File: config.mk
export PLATFORM = sky130hd
export DESIGN_NAME = ysyx_22041207_hazard_ctrl_flat
export DESIGN_NICKNAME = d
export VERILOG_FILES = /design/src/rtl/ysyx_22041207_hazard_ctrl_pkg.sv /design/src/rtl/ysyx_22041207_hazard_ctrl_if.sv /design/src/rtl/ysyx_22041207_sat_counter.sv /design/src/rtl/ysyx_22041207_hazard_ctrl.sv /design/src/flat_wrapper.sv
export SDC_FILE = /design/constraint.sdc
export NUM_CORES = 1
export LEC_CHECK = 0
export ABC_AREA = 1
export CAP_MARGIN = 5
export CORE_MARGIN = 10
export CORE_UTILIZATION = 31
export DETAILED_ROUTE_END_ITERATION = 6
export PLACE_DENSITY = 0.78
export SYNTH_ARGS = -nofsm -noshare
export SYNTH_HDL_FRONTEND = slang
export SYNTH_SLANG_ARGS = --single-unit
File: constraint.sdc
create_clock -name clk -period 1.3 [get_ports clk]
set_input_delay 0.325 -clock clk [delete_from_list [all_inputs] [get_ports clk]]
set_output_delay 0.325 -clock clk [all_outputs]
set_load 0.05 [all_outputs]
File: src/rtl/ysyx_22041207_hazard_ctrl_pkg.sv
// ysyx_22041207_hazard_ctrl_pkg: shared FSM state encoding and register constants for the hazard controller
package ysyx_22041207_hazard_ctrl_pkg;
  typedef enum logic [1:0] {
    RUN      = 2'd0,
    MEM_WAIT = 2'd1,
    TRAP     = 2'd2
  } state_t;
  localparam logic [4:0] REG_ZERO = 5'd0;
endpackage

File: src/rtl/ysyx_22041207_hazard_ctrl_if.sv
// ysyx_22041207_hazard_ctrl_if: decoder/pipeline-side hazard signals; master drives stage info, slave returns stall/flush
interface ysyx_22041207_hazard_ctrl_if #(parameter int CNT_W = 32);
  logic [4:0] id_rs1addr;
  logic [4:0] id_rs2addr;
  logic id_use_rs1;
  logic id_use_rs2;
  logic [4:0] ex_rwaddr;
  logic ex_writeRD;
  logic ex_memoryReadWen;
  logic ex_redirect;
  logic mem_req;
  logic mem_ack;
  logic pc_stall;
  logic ifid_bubble;
  logic ifid_flush;
  logic idex_bubble;
  logic idex_flush;
  logic exmem_bubble;
  logic timeout_o;
  logic [CNT_W-1:0] stall_cycles_o;
  logic [CNT_W-1:0] flush_count_o;
  modport master (
    output id_rs1addr, id_rs2addr, id_use_rs1, id_use_rs2, ex_rwaddr, ex_writeRD,
           ex_memoryReadWen, ex_redirect, mem_req, mem_ack,
    input  pc_stall, ifid_bubble, ifid_flush, idex_bubble, idex_flush, exmem_bubble,
           timeout_o, stall_cycles_o, flush_count_o
  );
  modport slave (
    input  id_rs1addr, id_rs2addr, id_use_rs1, id_use_rs2, ex_rwaddr, ex_writeRD,
           ex_memoryReadWen, ex_redirect, mem_req, mem_ack,
    output pc_stall, ifid_bubble, ifid_flush, idex_bubble, idex_flush, exmem_bubble,
           timeout_o, stall_cycles_o, flush_count_o
  );
endinterface

File: src/rtl/ysyx_22041207_sat_counter.sv
// ysyx_22041207_sat_counter: enabled up-counter that sticks at all-ones instead of wrapping
module ysyx_22041207_sat_counter #(parameter int W = 32) (
  input  logic         clk,
  input  logic         rst_n,
  input  logic         en,
  output logic [W-1:0] cnt
);
  always_ff @(posedge clk or negedge rst_n)
    if (!rst_n) cnt <= '0;
    else if (en && cnt != '1) cnt <= cnt + W'(1);
endmodule

File: src/rtl/ysyx_22041207_hazard_ctrl.sv
// ysyx_22041207_hazard_ctrl: stall/flush controller with memory-hang watchdog;
// perf counters built only when YSYX_22041207_HAZARD_PERF_EN is defined
module ysyx_22041207_hazard_ctrl
  import ysyx_22041207_hazard_ctrl_pkg::*;
#(
  parameter int MEM_TIMEOUT = 255,
  parameter int CNT_W       = 32
) (
  input logic clk,
  input logic rst_n,
  ysyx_22041207_hazard_ctrl_if.slave hz
);
  localparam int WC_W = $clog2(MEM_TIMEOUT + 1);
  state_t state, state_nxt;
  logic [WC_W-1:0] wait_cnt;
  logic freeze, redirect, load_use, rs_hit;
  always_comb begin
    rs_hit = (hz.id_use_rs1 && hz.id_rs1addr == hz.ex_rwaddr) ||
             (hz.id_use_rs2 && hz.id_rs2addr == hz.ex_rwaddr);
    freeze = state == TRAP || (state == RUN && hz.mem_req && !hz.mem_ack) ||
             (state == MEM_WAIT && !hz.mem_ack);
    redirect = hz.ex_redirect && !freeze;
    load_use = hz.ex_memoryReadWen && hz.ex_writeRD && hz.ex_rwaddr != REG_ZERO &&
               rs_hit && !freeze && !hz.ex_redirect;
    // an ack in the last allowed wait cycle still beats the watchdog
    state_nxt = state == RUN      ? ((hz.mem_req && !hz.mem_ack) ? MEM_WAIT : RUN) :
                state == MEM_WAIT ? (hz.mem_ack ? RUN :
                                     wait_cnt == WC_W'(MEM_TIMEOUT - 1) ? TRAP : MEM_WAIT) :
                state == TRAP     ? TRAP : RUN;
  end
  always_ff @(posedge clk or negedge rst_n)
    if (!rst_n) begin
      state    <= RUN;
      wait_cnt <= '0;
    end else begin
      state    <= state_nxt;
      wait_cnt <= state == MEM_WAIT ? wait_cnt + WC_W'(1) : '0;
    end
  assign hz.pc_stall     = freeze | load_use;
  assign hz.ifid_bubble  = freeze | load_use;
  assign hz.ifid_flush   = redirect;
  assign hz.idex_bubble  = freeze;
  assign hz.idex_flush   = redirect | load_use;
  assign hz.exmem_bubble = freeze;
  assign hz.timeout_o    = state == TRAP;
`ifdef YSYX_22041207_HAZARD_PERF_EN
  ysyx_22041207_sat_counter #(.W(CNT_W)) u_stall_cnt (
    .clk(clk), .rst_n(rst_n), .en(hz.pc_stall), .cnt(hz.stall_cycles_o)
  );
  ysyx_22041207_sat_counter #(.W(CNT_W)) u_flush_cnt (
    .clk(clk), .rst_n(rst_n), .en(hz.idex_flush), .cnt(hz.flush_count_o)
  );
`else
  assign hz.stall_cycles_o = '0;
  assign hz.flush_count_o  = '0;
`endif
endmodule

File: src/flat_wrapper.sv
// flat-port wrapper written by rule: the top's interface ports become plain ports
module ysyx_22041207_hazard_ctrl_flat import ysyx_22041207_hazard_ctrl_pkg::*;
#(
  parameter int MEM_TIMEOUT = 255,
  parameter int CNT_W       = 32
)
  (clk, rst_n, hz_id_rs1addr, hz_id_rs2addr, hz_id_use_rs1, hz_id_use_rs2, hz_ex_rwaddr, hz_ex_writeRD, hz_ex_memoryReadWen, hz_ex_redirect, hz_mem_req, hz_mem_ack, hz_pc_stall, hz_ifid_bubble, hz_ifid_flush, hz_idex_bubble, hz_idex_flush, hz_exmem_bubble, hz_timeout_o, hz_stall_cycles_o, hz_flush_count_o);
  ysyx_22041207_hazard_ctrl_if #(.CNT_W(CNT_W)) hz_i ();
  input logic clk;
  input logic rst_n;
  input wire logic [$bits(hz_i.id_rs1addr)-1:0] hz_id_rs1addr;
  input wire logic [$bits(hz_i.id_rs2addr)-1:0] hz_id_rs2addr;
  input wire logic [$bits(hz_i.id_use_rs1)-1:0] hz_id_use_rs1;
  input wire logic [$bits(hz_i.id_use_rs2)-1:0] hz_id_use_rs2;
  input wire logic [$bits(hz_i.ex_rwaddr)-1:0] hz_ex_rwaddr;
  input wire logic [$bits(hz_i.ex_writeRD)-1:0] hz_ex_writeRD;
  input wire logic [$bits(hz_i.ex_memoryReadWen)-1:0] hz_ex_memoryReadWen;
  input wire logic [$bits(hz_i.ex_redirect)-1:0] hz_ex_redirect;
  input wire logic [$bits(hz_i.mem_req)-1:0] hz_mem_req;
  input wire logic [$bits(hz_i.mem_ack)-1:0] hz_mem_ack;
  output wire logic [$bits(hz_i.pc_stall)-1:0] hz_pc_stall;
  output wire logic [$bits(hz_i.ifid_bubble)-1:0] hz_ifid_bubble;
  output wire logic [$bits(hz_i.ifid_flush)-1:0] hz_ifid_flush;
  output wire logic [$bits(hz_i.idex_bubble)-1:0] hz_idex_bubble;
  output wire logic [$bits(hz_i.idex_flush)-1:0] hz_idex_flush;
  output wire logic [$bits(hz_i.exmem_bubble)-1:0] hz_exmem_bubble;
  output wire logic [$bits(hz_i.timeout_o)-1:0] hz_timeout_o;
  output wire logic [$bits(hz_i.stall_cycles_o)-1:0] hz_stall_cycles_o;
  output wire logic [$bits(hz_i.flush_count_o)-1:0] hz_flush_count_o;
  assign hz_i.id_rs1addr = hz_id_rs1addr;
  assign hz_i.id_rs2addr = hz_id_rs2addr;
  assign hz_i.id_use_rs1 = hz_id_use_rs1;
  assign hz_i.id_use_rs2 = hz_id_use_rs2;
  assign hz_i.ex_rwaddr = hz_ex_rwaddr;
  assign hz_i.ex_writeRD = hz_ex_writeRD;
  assign hz_i.ex_memoryReadWen = hz_ex_memoryReadWen;
  assign hz_i.ex_redirect = hz_ex_redirect;
  assign hz_i.mem_req = hz_mem_req;
  assign hz_i.mem_ack = hz_mem_ack;
  assign hz_pc_stall = hz_i.pc_stall;
  assign hz_ifid_bubble = hz_i.ifid_bubble;
  assign hz_ifid_flush = hz_i.ifid_flush;
  assign hz_idex_bubble = hz_i.idex_bubble;
  assign hz_idex_flush = hz_i.idex_flush;
  assign hz_exmem_bubble = hz_i.exmem_bubble;
  assign hz_timeout_o = hz_i.timeout_o;
  assign hz_stall_cycles_o = hz_i.stall_cycles_o;
  assign hz_flush_count_o = hz_i.flush_count_o;
  ysyx_22041207_hazard_ctrl #(.MEM_TIMEOUT(MEM_TIMEOUT), .CNT_W(CNT_W)) u_core (.clk(clk), .rst_n(rst_n), .hz(hz_i));
endmodule
# Word level (Yosys, flattened, before mapping)
# Cells that the tools add are included.
# classes
n_reduce_logical,20
eq_ne,5
add_sub_neg,1
bitwise,2
muxes,7
# ops
cell,count
$logic_and A1 B1 Y1,12
$eq A5 B5 Y1,2
$mux W2,5
$add A8 B1 Y8 const B,1
$eq A8 B8 Y1 const B,1
$mux W8,1
$reduce_bool A5 Y1,1
$logic_not A1 Y1,3
$logic_or A1 B1 Y1,3
$eq A2 B1 Y1 const B,1
$eq A2 B2 Y1 const B,1
$logic_not A2 Y1,1
$or A1 B1 Y1,2
$mux W1,1
# totals
in_bits,24
regBits,10

# Logic depth before layout (Yosys ltp)
# Gate-level depths: netlist (run 1).
# depth
ltp_word,9
ltp_mapped,9
ltp_nobuf,8

# Worst setup path before layout (run 1)
# OpenSTA, ideal clock, no wires.
# synth_timing
path_type,reg2out
from,register u_core.state[1]
to,output port hz_pc_stall
slack_ps,-878
t_required_ps,975
path_buffers,1
arrival_time_ps,1853
stages_incl_launch_ff,8
path_cell_list,dfrtp_1 > nor2_1 > o21ai_0 > nand2_1 > nor2_1 > nand2_1 > nand2_1 > buf_4
# synth_via
elab_chain_len,9
elab_cells_between_ends,12
# synth_rtl
element,line,source
from (decl),ysyx_22041207_hazard_ctrl.sv:14,"state_t state, state_nxt;"
from (signal assigned),ysyx_22041207_hazard_ctrl.sv:36,state <= state_nxt;
$logic_not A2 Y1,ysyx_22041207_hazard_ctrl.sv:20,freeze = state == TRAP || (state == RUN && hz.mem_req && !hz.mem_ack) ||
$logic_and A1 B1 Y1 (2 in a row),ysyx_22041207_hazard_ctrl.sv:20,
$logic_or A1 B1 Y1,ysyx_22041207_hazard_ctrl.sv:20,
$logic_or A1 B1 Y1 (*),ysyx_22041207_hazard_ctrl.sv:20,
via hz_exmem_bubble,flat_wrapper.sv:26,output wire logic [$bits(hz_i.exmem_bubble)-1:0] hz_exmem_bubble;
$logic_not A1 Y1,ysyx_22041207_hazard_ctrl.sv:24,rs_hit && !freeze && !hz.ex_redirect;
$logic_and A1 B1 Y1 (2 in a row),ysyx_22041207_hazard_ctrl.sv:24,
$or A1 B1 Y1 (*),n/a,
to (decl),flat_wrapper.sv:21,output wire logic [$bits(hz_i.pc_stall)-1:0] hz_pc_stall;
# The timed path passes the listed nets; every way through them passes the cells marked *.

# Worst setup path in the final report (run 1)
# layout_timing
from,register u_core.state[1]
to,output port hz_ifid_flush
# layout_via
elab_chain_len,7
elab_cells_between_ends,10
# layout_rtl
element,line,source
$logic_not A2 Y1,ysyx_22041207_hazard_ctrl.sv:20,
$logic_and A1 B1 Y1 (2 in a row),ysyx_22041207_hazard_ctrl.sv:20,
$logic_or A1 B1 Y1,ysyx_22041207_hazard_ctrl.sv:20,
$logic_or A1 B1 Y1 (*),ysyx_22041207_hazard_ctrl.sv:20,
$logic_not A1 Y1 (*),ysyx_22041207_hazard_ctrl.sv:22,redirect = hz.ex_redirect && !freeze;
$logic_and A1 B1 Y1 (*),ysyx_22041207_hazard_ctrl.sv:22,
to (decl),flat_wrapper.sv:23,output wire logic [$bits(hz_i.ifid_flush)-1:0] hz_ifid_flush;
# Every way passes the cells marked *; elsewhere a longest branch is shown, timed or not.

==> results of run 1 <==
[cell families (layout without fill, tap and decap cells)]
group / Yosys count / after routing / synth area share (%)
xor+xnor: 1 / 1 / 0.7072
compound gates: 9 / 9 / 3.636
buf+inv: 90 / 69 / 47.27
fa+ha+maj: 2 / 2 / 2.020
flops: 10 / 10 / 20.20
other cells: 1 / 64 / 0.3027
simple gates: 75 / 75 / 25.86
[cells in the mapped netlist (all sizes together) (2+ instances only)]
cell | count | area, µm²
dfrtp | 10 | 250.2
o21ai | 6 | 30.03
inv | 24 | 90.08
nand2 | 42 | 157.7
nand4 | 2 | 12.51
ha | 2 | 25.02
buf | 66 | 495.5
a21oi | 3 | 15.01
nor2 | 22 | 87.58
nand3 | 7 | 45.04
[state kept, by name, summed over array words and instances (netlist names)]
signal / flops
u_core.state: 2
u_core.wait_cnt: 8
[how the worst max path moves through the flow]
stage,endpoint,cells after the start,slack [ns]
after CTS,hz_ifid_flush,7,-0.37
after global placement,hz_ifid_bubble,10,-0.64
final,hz_ifid_flush,7,-0.34
after global routing,hz_ifid_flush,7,-0.41
after detailed placement,hz_ifid_bubble,10,-0.68
after floorplan,hz_pc_stall,7,-0.32
[repair_timing]
| item | CTS | global route |
|---|---|---|
| gates cloned | 0 | 0 |
| gates resized for setup | 35 | 28 |
| hold buffers | 0 | 0 |
| buffers inserted | 2 | 4 |
| setup endpoints to repair | 8 | 8 |
| pin swaps | 22 | 20 |
[power by group through the flow]
stage	registers (mW)	logic (mW)	clock network, mW
final	0.312	0.528	0.314
after detailed placement	0.317	0.535	0
after floorplan	0.317	0.594	0
after global routing	0.312	0.557	0.340
after global placement	0.317	0.533	0
after CTS	0.312	0.517	0.323
[worst register-to-register path: cells and delay by family, from the launching register on]
family                     cells  cell delay (ns)
and+or+nand+nor                4             0.40
xor gates and xnor gates       1             0.13
adders and majority gates      1             0.18
DFF                            1             0.42
[through the flow]
step | hold WS (ns) | setup WS [ns]
floorplan | 0.02941 | -0.3190
global placement | 0.4815 | -0.6411
detailed placement | 0.5084 | -0.6832
CTS | 0.4247 | -0.3659
global route | 0.4415 | -0.4089
finish | 0.4073 | -0.3352
[cell type report]
cell class	count	area (µm²)	share of cell area, %
Multi-Input combinational cell	151	747.0	46.39
Inverter	24	96.34	5.983
Clock buffer	3	41.29	2.564
Tap cell	48	60.06	3.730
Sequential cell	10	250.2	15.54
Timing Repair Buffer	42	415.4	25.80
[per-layer routing]
metal	track usage (%)	vias to the layer above	share of wire, %
met5	0	-	0
met4	4.615	0	2.1
met3	3.125	7	9.1
met2	15.15	56	53
met1	7.786	453	36
li1	-	521	-
==> impl_metrics.yaml, run 1 <==
yosys:
  syn-cell-area_um2: 1239
  synth_seq_cells: 10
  ys_warn_count: 0
  postSynthCellCount: 188
  synth_edf_count: 0
  synth_area_per_cell_um2: 6.589
  synth_cell_types: 17
  async_flop_share_pct: 100.0
  yosysSeqAreaShare_pct: 20.20
  synth_top_flop_cell: "dfrtp_1"
pwr:
  peakVddDrop_v: 0.0002847
  p_total_mw: 1.154
  pwr-share-comb_pct: 45.7
  p_int_uw: 572.1
  switching_share_pct: 50.43
  p_per_area_nw_per_um2: 716.8
  p_sw_uw: 582.1
  p_clk_share_pct: 27.2
  pwr-share-seq_pct: 27.1
  leakage_nw: 0.9219
cells_and_area:
  layout_commonest_cell: "conb_1"
  post-route-util_pct: 42.70
  stdcell_count: 278
  fin_nets: 258
  final_cell_area_um2: 1610
  n_antenna_cell: 0
  fill_cells: 384
  syn_to_final_growth_pct: 30.00
  drive_gt1_share_pct: 25.22
  final_cell_mix: "conb_1, nand2_1, nor2_1, inv_1"
run_status:
  status: "finished, violations left"
  failed_checks: "negative setup slack"
critical_path:
  max_stage_delay_ns: 0.41
  cp_data_arrival_time_ns: 1.31
  crit_chain: "nor2_2 -> o21ai_2 -> nand2_4 -> inv_4 -> nand2_4 -> clkinvlp_4 -> buf_12"
  worstReg2RegStart: "u_core.wait_cnt[1]"
  crit_start: "u_core.state[1]"
  cp.required_ns: 0.98
  startpoint_type: "flip-flop"
  cp-end-kind: "primary output"
  cp_num_buf_inv: 3
  timing.rr.end: "u_core.wait_cnt[6]"
  critical_path_class: "flip-flop to primary output"
  crit_top_cell: "nand2_4"
  r2r_slack_ns: 0.05
  cp_top_family: "flip-flops"
  worstRegToRegCells: 6
  worst_path_max_delay_cell: "dfrtp_1"
  path_max_fanout: 3
routing:
  drtPass1Iterations: 4
  viasPerCell: 3.730
  remaining_drc_errors: 0
  drtIter0Drc: 49
  wl_per_cell_um: 11.02
  route.vias.total: 1037
  wirelength_mm: 3.064
  final_antenna_net_count: 0
clocking:
  worstSkewPairLatency_ns: 0.23
  h-tree-depth: 1
  cts_tree: "built"
  clkSinkCount: 10
  cts_max_path_buffers: 2
  cts_root_buffer: "clkbuf_8"
  cts.reportedPaths.clkPinSlew_ns: 0.04
  cts-buffers-inserted: 3
timing:
  hold_violations: 0
  rsz0062_at_grt: "true"
  fin_ws_ns: -0.3352
  drv_slew: 0
  fmax_mhz: 611.6
  min_period_ns: 1.635
  fin_worst_skew_ns: 0.002414
  setup_viol_count_final: 7
  tns_ns: -1.893
  min_period_over_period_pct: 125.8
placed_design:
  dp_hpwl_mm: 2.689
  dpl-instance-area_um2: 1500
  routabilityCongestion: 0.8663
  dp.cells: 269
  io_buffers: 30
global_route:
  grt_remaining_overflow: 0
  grt.total_usage_pct: 8.320
  grt_pass1_vias: 1071
  grt_pass1_wl_mm: 4.857
  grt_max_degree: 11
  antenna_found_initial: 0
run:
  cap_violations: 0
floorplanning:
  die_area_um2: 6924
  start_util_pct: 32.85
  die_y_um: 83.21
  dieWidth_um: 83.21
  ios: 95
  rows: 22
  core_um2: 3771
worst_hold_path:
  hold_path.class: "input port to async pin"
No activity file was read; power rests on OpenSTA's default activity.
==> run 2, diff against run 1 <==
--- a/config.mk
+++ b/config.mk
@@ -7,7 +7,7 @@
 export LEC_CHECK = 0
 export ABC_AREA = 1
 export CAP_MARGIN = 5
-export CORE_MARGIN = 10
+export CORE_MARGIN = 3
 export CORE_UTILIZATION = 31
 export DETAILED_ROUTE_END_ITERATION = 6
 export PLACE_DENSITY = 0.78
==> impl_metrics.yaml, run 2 (synthesized netlist as in run 1, its figures left out) <==
run_status:
  status: "finished, violations left"
  failed_checks: "negative setup slack"
global_route:
  grt_use_met1_pct: 9.982
  use_met2_pct: 17.80
  grt.total_usage_pct: 9.255
  grt_remaining_overflow: 0
  grt_pass1_wl_mm: 3.691
  grt_max_degree: 11
  grtUsageMet3_pct: 1.594
  grt_pass1_vias: 868
  busiest_layer: "met2"
  antenna_found_initial: 0
clocking:
  cts.reportedPaths.clkPinSlew_ns: 0.05
  cts_max_path_buffers: 2
  clkSinkCount: 10
  h-tree-depth: 1
  cts_tree: "built"
  worstSkewPairLatency_ns: 0.23
  cts_root_buffer: "clkbuf_8"
  cts-hold-fix-buffers: 0
  cts-buffers-inserted: 3
pwr:
  p_total_mw: 1.219
  peakVddDrop_v: 0.0004138
  leakage_nw: 0.9110
  p_per_area_nw_per_um2: 748.9
routing:
  drtPass1Iterations: 3
  route.vias.total: 1028
  wirelength_mm: 2.452
  final_antenna_net_count: 0
  viasPerCell: 3.658
  remaining_drc_errors: 0
  drtIter0Drc: 22
  wl_per_cell_um: 8.726
critical_path:
  crit_chain: "nor2_2 -> o21ai_2 -> nand2_4 -> inv_4 -> nand2_4 -> clkinvlp_4 -> buf_12"
  timing.rr.end: "u_core.wait_cnt[6]"
  startpoint_type: "flip-flop"
  cp.depth: 7
  crit_top_cell: "nand2_4"
  r2r_slack_ns: 0.01
  worst_path_max_delay_cell: "dfrtp_1"
  path_max_fanout: 3
  cp-end-kind: "primary output"
  worstReg2RegStart: "u_core.wait_cnt[1]"
  critical_path_class: "flip-flop to primary output"
  cp_num_buf_inv: 3
  cp_top_family: "flip-flops"
  cp_data_arrival_time_ns: 1.31
  cp.required_ns: 0.98
  max_stage_delay_ns: 0.41
  worstRegToRegCells: 6
placed_design:
  dpl-instance-area_um2: 1500
  dp_hpwl_mm: 2.065
  pre_cts_slack_ns: -0.6889
  routabilityCongestion: 0.8488
  io_buffers: 30
cells_and_area:
  layout_commonest_cell: "conb_1"
  final_cell_area_um2: 1628
  final_cell_mix: "conb_1, nand2_1, nor2_1, inv_1"
  largest_register_ff_count: 8
  drive_gt1_share_pct: 24.03
  reg_top3: "u_core.wait_cnt (8), u_core.state (2)"
  n_antenna_cell: 0
  fill_cells: 403
  syn_to_final_growth_pct: 31.41
  regMostFlops: "u_core.wait_cnt"
  post-route-util_pct: 43.48
  fin_nets: 260
timing:
  fin_worst_skew_ns: 0.004734
  min_period_ns: 1.639
  min_period_over_period_pct: 126.1
  fmax_mhz: 610.0
  rsz0062_at_grt: "true"
  fin_ws_ns: -0.3394
  setup_viol_count_final: 7
  drv_slew: 0
  hold_violations: 0
floorplanning:
  core_um2: 3744
  rows: 22
  die_area_um2: 4790
  start_util_pct: 33.09
  die_y_um: 69.21
  ios: 95
  dieWidth_um: 69.21
run:
  cap_violations: 0
worst_hold_path:
  hold_path.class: "input port to async pin"
==> run 2: changes by cell type in the layout (fill, tap and decap cells not counted), sizes merged <==
| cell | delta |
|---|---|
| buf | +4 |
| clkbuf | -4 |
| clkdlybuf4s15 | +1 |
| dlygate4sd2 | +2 |
==> run 2: layout make-up <==
type / count / area (µm²) / share of cell area (%)
Sequential cell: 10 / 250.2 / 15.37
Inverter: 24 / 96.34 / 5.919
Clock buffer: 4 / 55.05 / 3.382
Timing Repair Buffer: 44 / 442.9 / 27.21
Multi-Input combinational cell: 151 / 723.2 / 44.43
Tap cell: 48 / 60.06 / 3.689
==> run 2: worst max path at each step <==
stage	slack, ns	endpoint	from
final	-0.34	hz_ifid_flush	u_core.state[1]
after global routing	-0.40	hz_ifid_flush	u_core.state[1]
after CTS	-0.35	hz_ifid_flush	u_core.state[1]
after detailed placement	-0.69	hz_ifid_bubble	hz_ex_rwaddr[4]
after global placement	-0.65	hz_ifid_bubble	hz_ex_rwaddr[4]
after floorplan	-0.32	hz_pc_stall	u_core.state[0]
==> run 2: stage by stage <==
step           std cells  setup TNS [ns]  hold slack (ns)
3_3_place_gp         269          -3.120           0.4806
4_1_cts              275          -1.924           0.4240
2_1_floorplan        251         -0.8852          0.02941
3_5_place_dp         269          -3.249           0.4937
5_1_grt              281          -2.497           0.4465
6_report             281          -1.951           0.4077
==> run 2: per-layer routing <==
metal	wire, µm	vias to the layer above
li1	-	525
met1	872	449
met2	1356	52
met3	208	2
met4	14	0
met5	0	-
==> run 2: repair_timing <==
item	in CTS	in global routing
pin swaps	23	11
endpoints found under the setup margin	7	9
resized for setup	36	19
setup buffers	2	6
==> run 2: report_power, final <==
group	internal [mW]	switching [mW]	leakage, nW
logic	0.0590	0.462	0.748
clock network	0.266	0.120	0.0288
registers	0.312	0	0.135
total	0.637	0.582	0.911
==> run 3, diff against run 2 <==
--- a/config.mk
+++ b/config.mk
@@ -11,6 +11,8 @@
 export CORE_UTILIZATION = 31
 export DETAILED_ROUTE_END_ITERATION = 6
 export PLACE_DENSITY = 0.78
+export SETUP_SLACK_MARGIN = 0.05
 export SYNTH_ARGS = -nofsm -noshare
 export SYNTH_HDL_FRONTEND = slang
 export SYNTH_SLANG_ARGS = --single-unit
+export TNS_END_PERCENT = 50
==> impl_metrics.yaml, run 3 (synthesized netlist as in run 1, its figures left out) <==
global_route:
  grt_pass1_vias: 769
  grtUsageMet3_pct: 3.333
  antenna_found_initial: 0
  grt_max_degree: 11
  grt_use_met1_pct: 9.858
  grt.total_usage_pct: 8.759
  busiest_layer: "met2"
  grt_remaining_overflow: 0
  grt_pass1_wl_mm: 3.456
  use_met2_pct: 15.25
floorplanning:
  start_util_pct: 33.09
  die_y_um: 69.21
  die_area_um2: 4790
  dieWidth_um: 69.21
  rows: 22
  ios: 95
  core_um2: 3744
cells_and_area:
  layout_commonest_cell: "conb_1"
  final_cell_mix: "conb_1, nand2_1, nor2_1, inv_1, dlygate4sd2_1"
  regMostFlops: "u_core.wait_cnt"
  stdcell_count: 280
  final_cell_area_um2: 1597
  largest_register_ff_count: 8
  multi_input_area_um2: 711.9
  drive_gt1_share_pct: 22.41
  fill_cells: 400
  n_antenna_cell: 0
  fin_nets: 259
  reg_top3: "u_core.wait_cnt (8), u_core.state (2)"
  regArea_um2: 250.2
  syn_to_final_growth_pct: 28.89
timing:
  setup_viol_count_final: 9
  rsz0062_at_grt: "true"
  fmax_mhz: 617.2
  drv_slew: 0
  fin_ws_ns: -0.3203
  min_period_over_period_pct: 124.6
  min_period_ns: 1.620
  hold_violations: 0
  fin_worst_skew_ns: 0.003875
critical_path:
  path_max_fanout: 3
  r2r_slack_ns: -0.25
  cp.required_ns: 0.98
  cp-end-kind: "primary output"
  max_stage_delay_ns: 0.41
  worst_path_max_delay_cell: "dfrtp_1"
  worstRegToRegCells: 10
  cp_data_arrival_time_ns: 1.30
  crit_top_cell: "nand2_4"
  startpoint_type: "flip-flop"
  crit_chain: "nor2_2 -> o21ai_2 -> nand2_4 -> nor2_4 -> nand2_4 -> nand2_4 -> buf_12"
  critical_path_class: "flip-flop to primary output"
clocking:
  cts_max_path_buffers: 2
  cts.reportedPaths.clkPinSlew_ns: 0.05
  h-tree-depth: 1
  cts_root_buffer: "clkbuf_8"
  clkSinkCount: 10
  worstSkewPairLatency_ns: 0.24
  cts_tree: "built"
  cts-buffers-inserted: 3
routing:
  drtPass1Iterations: 4
  final_antenna_net_count: 0
  remaining_drc_errors: 0
  route.vias.total: 1029
  viasPerCell: 3.675
  wl_per_cell_um: 8.504
  drtIter0Drc: 29
  wirelength_mm: 2.381
pwr:
  p_total_mw: 1.213
  leakage_nw: 0.9188
  p_per_area_nw_per_um2: 759.9
  peakVddDrop_v: 0.0003450
run_status:
  failed_checks: "negative setup slack"
  status: "finished, violations left"
placed_design:
  io_buffers: 30
  routabilityCongestion: 0.8144
  dp.cells: 270
  dp_hpwl_mm: 2.006
  dpl-instance-area_um2: 1499
run:
  cap_violations: 0
worst_hold_path:
  hold_path.class: "input port to async pin"
[run 3: cell count changes in the layout (fill, tap and decap cells not counted), sizes merged]
| cell | change |
|---|---|
| buf | -3 |
| dlygate4sd2 | +2 |
| clkinvlp | -1 |
| clkdlybuf4s15 | -2 |
| inv | +1 |
| clkbuf | +2 |
[run 3: worst max-delay path, delay by kind of cell, from the launching register on]
| kind | cells | cell delay (ns) |
|---|---|---|
| AOI/OAI and AO/OA | 1 | 0.09 |
| DFF | 1 | 0.41 |
| buffers and inverters | 1 | 0.15 |
| and+or+nand+nor | 5 | 0.41 |
[run 3: timing repair]
| item | CTS | global route |
|---|---|---|
| hold buffers | 0 | 0 |
| gates resized for setup | 36 | 11 |
| setup buffers | 5 | 1 |
| endpoints found under the setup margin | 7 | 11 |
| pin swaps | 21 | 10 |
[run 3: area by class of cell]
class | instances | area share (%)
timing repair buffer | 43 | 26.88
clock buffer | 4 | 3.448
tap | 48 | 3.762
sequential | 10 | 15.67
inverter | 24 | 5.643
multi-input combinational | 151 | 44.59
[run 3: worst paths after layout]
kind,start,endpoint
setup / recovery,u_core.state[1],hz_ifid_bubble
hold / removal,rst_n,u_core.wait_cnt[4]
setup reg to reg,u_core.state[1],u_core.state[0]
hold reg to reg,u_core.wait_cnt[0],u_core.wait_cnt[0]
max in group asynchronous,rst_n,u_core.wait_cnt[2]
min in group clk,u_core.wait_cnt[0],u_core.wait_cnt[0]
[run 3: metal layers]
layer / part of all wire (%) / vias to the layer above
met5: 0 / -
met4: 0.63 / 0
met3: 11 / 2
met2: 55 / 58
met1: 34 / 441
li1: - / 528
[run 3: report_power, final]
part | switching (mW) | internal [mW] | total, mW
Combinational | 0.461 | 0.0574 | 0.518
Sequential | 0 | 0.312 | 0.312
Clock | 0.117 | 0.266 | 0.383
[run 3: through the flow]
step           worst slack [ns]  TNS (ns)  hold slack [ns]  util, %
2_1_floorplan           -0.3190   -0.8973          0.02941        -
3_3_place_gp            -0.6251    -3.033           0.4794    40.04
3_5_place_dp            -0.6586    -3.162           0.4965    40.04
4_1_cts                 -0.3415    -2.181           0.4114    42.51
5_1_grt                 -0.3941    -3.107           0.4234    42.65
6_report                -0.3203    -2.452           0.4000    42.65
